<file path="src/rtl/clk_switch_pkg.sv">
// Shared definitions for the clock-switch monitor: source codes, FSM encoding
// and the window-count classifier.
package clk_switch_pkg;

  localparam logic [1:0] SRC_STOP = 2'd0;
  localparam logic [1:0] SRC_A    = 2'd1;
  localparam logic [1:0] SRC_B    = 2'd2;
  localparam logic [1:0] SRC_UNK  = 2'd3;

  typedef enum logic [1:0] {
    StIdle,
    StMeas,
    StReport
  } mon_state_e;

  // Ordered check: a zero count means stopped, and the clka range wins any overlap with clkb.
  function automatic logic [1:0] classify(input logic [31:0] cnt,
                                          input logic [31:0] a_min,
                                          input logic [31:0] a_max,
                                          input logic [31:0] b_min,
                                          input logic [31:0] b_max);
    if (cnt == 32'd0) begin
      return SRC_STOP;
    end else if (cnt >= a_min && cnt <= a_max) begin
      return SRC_A;
    end else if (cnt >= b_min && cnt <= b_max) begin
      return SRC_B;
    end
    return SRC_UNK;
  endfunction

endpackage

</file>
<file path="src/rtl/sync_2ff.sv">
// Two-flop synchronizer for a single asynchronous bit.
module sync_2ff (
  input  logic clk,
  input  logic rst,
  input  logic d_i,
  output logic q_o
);

  logic meta_q;
  logic sync_q;

  always_ff @(posedge clk or posedge rst) begin
    if (rst) begin
      meta_q <= 1'b0;
      sync_q <= 1'b0;
    end else begin
      meta_q <= d_i;
      sync_q <= meta_q;
    end
  end

  assign q_o = sync_q;

endmodule

</file>
<file path="src/rtl/clk_switch_mon.sv">
// Counts rising edges of the switched clock over a fixed reference-clock window and
// classifies which source is driving it.
module clk_switch_mon
  import clk_switch_pkg::*;
#(
  parameter int unsigned WIN_CYC = 256,
  parameter int unsigned CNT_W   = 16,
  parameter int unsigned A_MIN   = 10,
  parameter int unsigned A_MAX   = 15,
  parameter int unsigned B_MIN   = 45,
  parameter int unsigned B_MAX   = 58
) (
  input  logic             clk,
  input  logic             rst,
  input  logic             en,
  input  logic             clk_mon,
  output logic             meas_vld,
  output logic [CNT_W-1:0] meas_cnt,
  output logic [1:0]       src,
  output logic             stall,
  output logic             switch_evt
);

  localparam int unsigned WinW = (WIN_CYC > 1) ? $clog2(WIN_CYC) : 1;
  localparam logic [WinW-1:0] WinLast = WinW'(WIN_CYC - 1);
  localparam logic [CNT_W-1:0] CntMax = '1;

  logic mon_sync;
  logic mon_dly_q;
  logic edge_det;

  mon_state_e       state_q, state_d;
  logic [WinW-1:0]  win_cnt_q, win_cnt_d;
  logic [CNT_W-1:0] edge_cnt_q, edge_cnt_d;
  logic [CNT_W-1:0] cnt_inc;
  logic [1:0]       src_new;
  logic             meas_vld_q, meas_vld_d;
  logic [CNT_W-1:0] meas_cnt_q, meas_cnt_d;
  logic [1:0]       src_q, src_d;
  logic             stall_q, stall_d;
  logic             switch_evt_q, switch_evt_d;
  logic             first_q, first_d;

  sync_2ff u_sync (
    .clk (clk),
    .rst (rst),
    .d_i (clk_mon),
    .q_o (mon_sync)
  );

  assign edge_det = mon_sync & ~mon_dly_q;
  assign cnt_inc  = (edge_det && (edge_cnt_q != CntMax)) ? edge_cnt_q + 1'b1 : edge_cnt_q;
  assign src_new  = classify(32'(cnt_inc), A_MIN, A_MAX, B_MIN, B_MAX);

  always_comb begin
    state_d      = state_q;
    win_cnt_d    = win_cnt_q;
    edge_cnt_d   = edge_cnt_q;
    meas_vld_d   = 1'b0;
    switch_evt_d = 1'b0;
    meas_cnt_d   = meas_cnt_q;
    src_d        = src_q;
    stall_d      = stall_q;
    first_d      = first_q;

    unique case (state_q)
      StIdle: begin
        win_cnt_d  = '0;
        edge_cnt_d = '0;
        if (en) begin
          state_d = StMeas;
        end
      end
      StMeas: begin
        if (!en) begin
          // Abort silently: results from the previous window stay visible.
          state_d    = StIdle;
          win_cnt_d  = '0;
          edge_cnt_d = '0;
        end else if (win_cnt_q == WinLast) begin
          state_d      = StReport;
          win_cnt_d    = '0;
          edge_cnt_d   = '0;
          meas_vld_d   = 1'b1;
          meas_cnt_d   = cnt_inc;
          src_d        = src_new;
          stall_d      = (cnt_inc == '0);
          switch_evt_d = !first_q && (src_new != src_q);
          first_d      = 1'b0;
        end else begin
          win_cnt_d  = win_cnt_q + 1'b1;
          edge_cnt_d = cnt_inc;
        end
      end
      StReport: begin
        win_cnt_d = '0;
        // An edge seen during the report cycle belongs to the next window.
        if (en) begin
          state_d    = StMeas;
          edge_cnt_d = CNT_W'(edge_det);
        end else begin
          state_d    = StIdle;
          edge_cnt_d = '0;
        end
      end
      default: begin
        state_d    = StIdle;
        win_cnt_d  = '0;
        edge_cnt_d = '0;
      end
    endcase
  end

  always_ff @(posedge clk or posedge rst) begin
    if (rst) begin
      mon_dly_q    <= 1'b0;
      state_q      <= StIdle;
      win_cnt_q    <= '0;
      edge_cnt_q   <= '0;
      meas_vld_q   <= 1'b0;
      meas_cnt_q   <= '0;
      src_q        <= SRC_STOP;
      stall_q      <= 1'b0;
      switch_evt_q <= 1'b0;
      first_q      <= 1'b1;
    end else begin
      mon_dly_q    <= mon_sync;
      state_q      <= state_d;
      win_cnt_q    <= win_cnt_d;
      edge_cnt_q   <= edge_cnt_d;
      meas_vld_q   <= meas_vld_d;
      meas_cnt_q   <= meas_cnt_d;
      src_q        <= src_d;
      stall_q      <= stall_d;
      switch_evt_q <= switch_evt_d;
      first_q      <= first_d;
    end
  end

  assign meas_vld   = meas_vld_q;
  assign meas_cnt   = meas_cnt_q;
  assign src        = src_q;
  assign stall      = stall_q;
  assign switch_evt = switch_evt_q;

endmodule

</file>
<file path="config.mk">
export PLATFORM = sky130hd
export DESIGN_NAME = clk_switch_mon
export DESIGN_NICKNAME = d
export VERILOG_FILES = /design/src/rtl/clk_switch_pkg.sv /design/src/rtl/sync_2ff.sv /design/src/rtl/clk_switch_mon.sv
export SDC_FILE = /design/constraint.sdc
export NUM_CORES = 1
export LEC_CHECK = 0
export CAP_MARGIN = 20
export CORE_MARGIN = 2
export CORE_UTILIZATION = 37
export CTS_CLUSTER_SIZE = 20
export DETAILED_ROUTE_END_ITERATION = 10
export SLEW_MARGIN = 20
export SYNTH_ARGS = -nofsm -noshare
export SYNTH_HDL_FRONTEND = slang
export SYNTH_SLANG_ARGS = --single-unit
</file>
<file path="constraint.sdc">
create_clock -name clk -period 4.6 [get_ports clk]
set_input_delay 0.69 -clock clk [delete_from_list [all_inputs] [get_ports clk]]
set_output_delay 0.69 -clock clk [all_outputs]
set_load 0.1 [all_outputs]
</file>
Word-level counts from Yosys, hierarchy flattened
Index checks and enable logic that the tools add are counted.
{"block": "word_totals", "output_inout_bits": 21, "reg_bits": 51, "word_cells": 62}
{"block": "op_classes", "muxes": 26, "reduce_logical": 9, "bitwise_logic": 2, "n_lt_le_gt_ge": 4, "n_eq_ne": 7, "n_addsub": 2}
{"cell": "2-to-1 mux 16 bit", "count": 3}
{"cell": "one-hot mux 16 bit (2 select lines)", "count": 1}
{"cell": "2-to-1 mux 8 bit", "count": 3}
{"cell": "adder 16 x 1 -> 16 bit (second input constant)", "count": 1}
{"cell": ">= comparator 16 x 4 -> 1 bit (second input constant)", "count": 1}
{"cell": ">= comparator 16 x 6 -> 1 bit (second input constant)", "count": 1}
{"cell": "<= comparator 16 x 4 -> 1 bit (second input constant)", "count": 1}
{"cell": "<= comparator 16 x 6 -> 1 bit (second input constant)", "count": 1}
{"cell": "logical NOT 16 bit", "count": 1}
{"cell": "inequality test 16 bit (second input constant)", "count": 1}
{"cell": "2-to-1 mux 2 bit", "count": 7}
{"cell": "2-to-1 mux 1 bit", "count": 11}
{"cell": "adder 8 x 1 -> 8 bit (second input constant)", "count": 1}
{"cell": "== test 8 bit (second input constant)", "count": 1}
{"cell": "one-hot mux 2 bit (3 select lines)", "count": 1}
{"cell": "logical AND 1 bit", "count": 4}
{"cell": "inequality test 3 bit (second input constant)", "count": 1}
{"cell": "AND reduction 3 bit", "count": 1}
{"cell": "== test 2 x 1 -> 1 bit (second input constant)", "count": 1}
{"cell": "== test 2 bit (second input constant)", "count": 1}
{"cell": "logical NOT 2 bit", "count": 1}
{"cell": "inequality test 2 bit", "count": 1}
{"cell": "inequality test 2 bit (second input constant)", "count": 1}
{"cell": "AND reduction 2 bit", "count": 1}
{"cell": "other kinds (3)", "count": 3}

Depth between registers and ports, before layout
{"block": "logic_depth", "word_depth": 15, "ltp_mapped": 11}

Modules after synthesis
From an unflattened synthesis, not the netlist that was laid out.
{"block": "unflattened", "hier_cells": 312, "hier_area_um2": 2845.2}
{"mod": "clk_switch_mon", "area_per_inst_um2": 2791.4, "seq_area_each_um2": 1227.4, "cells_per_inst": 309, "instances": 1}
{"mod": "sync_2ff", "area_per_inst_um2": 53.8, "seq_area_each_um2": 50.0, "cells_per_inst": 3, "instances": 1}

Worst setup path after synthesis
Ideal clock, no wire load.
{"block": "synth_path", "kind": "register to register", "startpoint": "register edge_cnt_q[1]", "endpoint": "register switch_evt_q (netlist: switch_evt)", "setup_time_ns": 0.171, "path_slack_ns": 1.948, "synth_period_minus_slack_ns": 2.652, "stages_incl_launch_ff": 11, "arrival_ns": 2.481, "required_ns": 4.429, "n_path_buf": 1, "path_cell_list": "dfrtp_1 > ha_1 > buf_4 > nand4_4 > nor4_4 > o32ai_1 > or3_1 > a21o_1 > or4_1 > o21ai_1 > a221oi_2"}
{"block": "synth_between", "elab_chain_len": 14}
{"element": "start, declared", "line": "clk_switch_mon.sv:34", "text": "logic [CNT_W-1:0] edge_cnt_q, edge_cnt_d;"}
{"element": "start signal, assigned", "line": "clk_switch_mon.sv:130", "text": "edge_cnt_q <= edge_cnt_d;"}
{"element": "branches (longest 2 deep; another with adder 16 x 1 -> 16 bit)"}
{"element": "2-to-1 mux 16 bit *", "line": "clk_switch_mon.sv:52", "text": "assign cnt_inc = (edge_det && (edge_cnt_q != CntMax)) ? edge_cnt_q + 1'b1 : edge_cnt_q;"}
{"element": ">= comparator 16 x 6 -> 1 bit or <= comparator 16 x 6 -> 1 bit (tied branches)", "line": "clk_switch_pkg.sv:26", "text": "end else if (cnt >= b_min && cnt <= b_max) begin"}
{"element": "logical AND 1 bit", "line": "clk_switch_pkg.sv:26"}
{"element": "2-to-1 mux 1 bit", "line": "clk_switch_pkg.sv:26"}
{"element": "2-to-1 mux 1 bit", "line": "clk_switch_pkg.sv:24", "text": "end else if (cnt >= a_min && cnt <= a_max) begin"}
{"element": "2-to-1 mux 1 bit", "line": "clk_switch_pkg.sv:22", "text": "if (cnt == 32'd0) begin"}
{"element": "2-to-1 mux 2 bit *", "line": "clk_switch_pkg.sv:29", "text": "return SRC_UNK;"}
{"element": "inequality test 2 bit *", "line": "clk_switch_mon.sv:88", "text": "switch_evt_d = !first_q && (src_new != src_q);"}
{"element": "logical AND 1 bit *", "line": "clk_switch_mon.sv:88"}
{"element": "2-to-1 mux 1 bit *", "line": "clk_switch_mon.sv:80", "text": "end else if (win_cnt_q == WinLast) begin"}
{"element": "2-to-1 mux 1 bit *", "line": "clk_switch_mon.sv:75", "text": "if (!en) begin"}
{"element": "2-to-1 mux 1 bit *", "line": "clk_switch_mon.sv:66", "text": "unique case (state_q)"}
{"element": "named net switch_evt_d", "line": "clk_switch_mon.sv:41", "text": "logic switch_evt_q, switch_evt_d;"}
{"element": "end signal, assigned", "line": "clk_switch_mon.sv:135", "text": "switch_evt_q <= switch_evt_d;"}
{"element": "end, declared", "line": "clk_switch_mon.sv:41"}
Mark *: on every way through the listed nets, which the timed path passes.
A chain may end at the register's enable or synchronous reset.

Worst setup path after layout
Ends and elaborated chain as after synthesis.

==> results.txt <==
----------------------------------------------------
[Timing]
  Tcrit/Tclk final ... 0.784
  Final hold vios ... 0
  Slew at the pin closest to its max-slew limit ... about 0.97 ns
  Rel. slew slack ... 0.353
  Final setup violation count ... 0
  Final-layout setup total negative slack ... 0 ns
  Setup repair after global routing missed its margin ... no
  Highest Clock Rate ... about 280 MHz
  Post-layout min period ... 3.61 ns
  Final setup slack of the worst path ... between 0.9 and 1 ns
  Clock skew ... 0.0117 ns
  Final count of pins violating max slew ... 0

[Routing]
  Post-route DRC violation count ... 0
  Average wire length per cell after detail routing ... 13.6 µm
  Final wirelength ... 5.48 mm
  DRT met1 WL ... between 2 and 3 mm
  First-iteration detailed-routing DRC count ... 101
  Vias per cell ... 5.21
  Total number of vias ... 2105
  Met3 routed WL ... 187 µm
  Top layer in use ... met4
  DRT antenna net count ... 0
  Routed wire length on met2 ... 2.55 mm
  Number of iterations in the first detailed-routing pass ... 4

[Floorplanning]
  Overall die width ... just under 90 µm
  Initial core utilization ... 0.378
  Count of boundary I/O pins ... 25
  Die Height ... 89.3 µm
  Total Die Area ... 0.00798 mm²
  Cell Rows ... 31
  Core area ... 0.00714 mm²

[Finish]
  Layout cell share with drive strength beyond 1 ... 0.0623
  Nets@finish ... 314
  Fillers ... between 700 and 800
  Layout Utilization ... 0.436
  Area growth, synth to finish ... 15.5%
  Final antenna diode count ... 0
  Most common cell after layout, fill and taps aside ... sky130_fd_sc_hd__dfrtp_1
  Most used cells in the layout excluding fill and tap cells ... sky130_fd_sc_hd__dfrtp_1 (50), sky130_fd_sc_hd__nor2_1 (39), sky130_fd_sc_hd__nand2_1 (34)
  Final Non-Filler Cells ... 404

[Placed design]
  Gpl congestion ... 0.853
  Cell count after placement ... 396
  Detail Placement HPWL ... 3.96 mm
  # port buffers ... 24
  Setup slack at placement ... 1.08 ns

[CTS]
  Number of buffers inserted by hold repair at cts ... 0
  Clock transition at the registers of the reported paths ... 0.09 ns
  Clock insertion delay at the later pin of the skew report ... 0.32 ns
  Clock tree root driver cell ... sky130_fd_sc_hd__clkbuf_8
  Num CTS Buffers ... 5
  Postcts setup bufs ... 0
  Clock Tree Buf Depth ... 2
  TritonCTS clock tree ... done
  Total number of clock tree sinks ... slightly above 50
  Maximum level of the CTS H-tree ... 2
  Number of gates resized after cts ... 0

[Worst setup path]
  Kind of critical path ... flip-flop to flip-flop
  Crit path max-delay cell type ... sky130_fd_sc_hd__nor4_4
  Arrival time of the worst setup path ... 3.80 ns
  Largest fanout on the critical path ... 16
  Worst reg2reg path endpoint ... switch_evt
  Highest cell delay on the worst timing path ... 0.72 ns
  Startpoint type of the worst setup path ... flip-flop
  Worst path required time ... around 4.8 ns
  Critical-path cell list ... ha_1, nand4_4, nor4_4, o32ai_1, or3_1, a21o_1, or4_1, o21ai_1, a221oi_2
  R2r worst-path depth ... 9
  Worst reg2reg setup slack ... 0.99 ns
  Critical path buffer and inverter count ... 0
  Critical R2R Launch ... edge_cnt_q[1]
  Delay-heaviest family, CP ... simple AND/OR/NAND/NOR gates
  Kind of end point of the critical path ... flip-flop

[Logic synthesis]
  Most used flip-flop cell after synthesis ... sky130_fd_sc_hd__dfrtp_1
  Synthesized instance count ... roughly 290
  Count of cell types in the netlist ... 55
  Number of synthesized flops with an enable pin ... 0
  Synthesized area ... roughly 0.0027 mm²
  Warnings, synthesis ... 0
  Number of synthesized register bits ... 51
  Synthesized area per cell ... 9.39 µm²
  Asr flop ratio synth ... 1.00
  Synthesized Nets ... roughly 300
  Sequential share of the synthesized area ... 0.474

[Worst hold path]
  Endpoint of the worst hold-timing path ... u_sync.q_o
  HP Class ... flip-flop to flip-flop
  Start point of the worst min-delay path ... u_sync.meta_q
  Count of cells along the worst hold path ... 0

[Run]
  Maxcap violations ... 0

[GRT]
  Tot GR Track Use ... 0.155
  Initial antenna violation count ... 0
  Pin count of the biggest net entering global routing ... 52
  Vias in the first global route ... between 2000 and 2500
  Congestion Overflow GR ... 0
  First-pass GRT wire length ... 9.60 mm

[Power]
  Total power consumption of the routed design ... 0.864 mW
  Share of total power in sequential cells ... 0.542
  Sw Ratio ... 0.253
  Share of power burned in combinational logic ... 0.088
  Share of power burned in the clock network ... 0.370
  Worst voltage drop across the vdd grid ... around 0.14 mV
  Cell Int Power ... 0.646 mW
  Static Leakage ... 1.29 nW
  Net Switching ... between 0.2 and 0.25 mW
  Power density over the cells ... about 280 mW/mm²

[Run status]
  Run status ... finished, final reports clean

----------------------------------------------------
==> cells in the mapped netlist (3+ instances only) <==
cell type,count,area [µm²]
sky130_fd_sc_hd__a31oi_1,4,25.0
sky130_fd_sc_hd__and2_1,3,18.8
sky130_fd_sc_hd__and3_1,5,31.3
sky130_fd_sc_hd__buf_4,3,22.5
sky130_fd_sc_hd__clkbuf_1,9,33.8
sky130_fd_sc_hd__dfrtp_1,50,1250
sky130_fd_sc_hd__ha_1,6,75.1
sky130_fd_sc_hd__inv_1,11,41.3
sky130_fd_sc_hd__mux2i_1,4,40.0
sky130_fd_sc_hd__nand2_1,34,128
sky130_fd_sc_hd__nand2b_1,6,37.5
sky130_fd_sc_hd__nand3_1,11,55.1
sky130_fd_sc_hd__nand4_1,5,31.3
sky130_fd_sc_hd__nand4b_1,3,26.3
sky130_fd_sc_hd__nor2_1,39,146
sky130_fd_sc_hd__nor2b_1,3,18.8
sky130_fd_sc_hd__nor3_1,3,15.0
sky130_fd_sc_hd__nor4_1,4,25.0
sky130_fd_sc_hd__nor4b_1,3,26.3
sky130_fd_sc_hd__o21ai_0,22,110
sky130_fd_sc_hd__or4_1,3,22.5
sky130_fd_sc_hd__xnor2_1,12,105
sky130_fd_sc_hd__xor2_1,6,52.6
==> per-layer routing <==
| metal | GRT usage | vias up |
|---|---|---|
| met5 | 0 | - |
| met4 | 0.0597 | 0 |
| met3 | 0.0259 | 13 |
| met2 | 0.232 | 47 |
| met1 | 0.223 | 1006 |
| li1 | - | 1039 |
==> logic make-up (layout without fill, tap and decap cells) <==
logic type	Yosys count	after routing	synth area share
adders and majority gates	6	6	0.0279
and+or+nand+nor	134	134	0.263
buffers and inverters	26	44	0.0413
xor gates and xnor gates	18	18	0.0585
muxes	4	4	0.0149
AOI/OAI and AO/OA	48	48	0.121
DFF	51	51	0.474
==> power groups by stage <==
| stage | sequential (mW) | clock (mW) | combinational, mW |
|---|---|---|---|
| 3_3_place_gp | 0.477 | 0 | 0.0756 |
| 3_5_place_dp | 0.477 | 0 | 0.0772 |
| 2_1_floorplan | 0.474 | 0 | 0.0592 |
| 6_report | 0.468 | 0.320 | 0.0760 |
| 4_1_cts | 0.468 | 0.332 | 0.0780 |
| 5_1_grt | 0.471 | 0.350 | 0.0907 |
==> worst max path at each step <==
stage,from,to,slack [ns],cells after the start
3_5_place_dp,edge_cnt_q[1],switch_evt,1.08,9
2_1_floorplan,edge_cnt_q[1],switch_evt,1.95,10
6_report,edge_cnt_q[1],switch_evt,0.99,9
3_3_place_gp,edge_cnt_q[1],switch_evt,1.16,9
5_1_grt,edge_cnt_q[1],switch_evt,0.74,9
4_1_cts,edge_cnt_q[1],switch_evt,1.06,9
==> area by class of cell <==
| class | instances | area, µm² | area share |
|---|---|---|---|
| multi-input cells | 210 | 1310 | 0.420 |
| repair buffers | 25 | 248 | 0.0796 |
| clock inverters | 3 | 46.3 | 0.0149 |
| clock buffers | 5 | 68.8 | 0.0221 |
| inverters | 11 | 42.5 | 0.0137 |
| well taps | 99 | 124 | 0.0398 |
| flip-flops and latches | 51 | 1280 | 0.410 |
==> state kept, by name, summed over array words and instances, names as in the netlist, 2 cells and up <==
register and cells:
edge_cnt_q 16, src 2, win_cnt_q 8, state_q 2, meas_cnt 16
==> stage by stage <==
| stage | instance area (µm²) | hold slack (ns) |
|---|---|---|
| after floorplan | 2700 | 0.331 |
| after global placement | 3000 | 0.333 |
| after detailed placement | 3000 | 0.335 |
| after CTS | 3110 | 0.355 |
| after global routing | 3110 | 0.374 |
| final | 3110 | 0.355 |
Note: power is estimated with default switching activity, not from simulation.
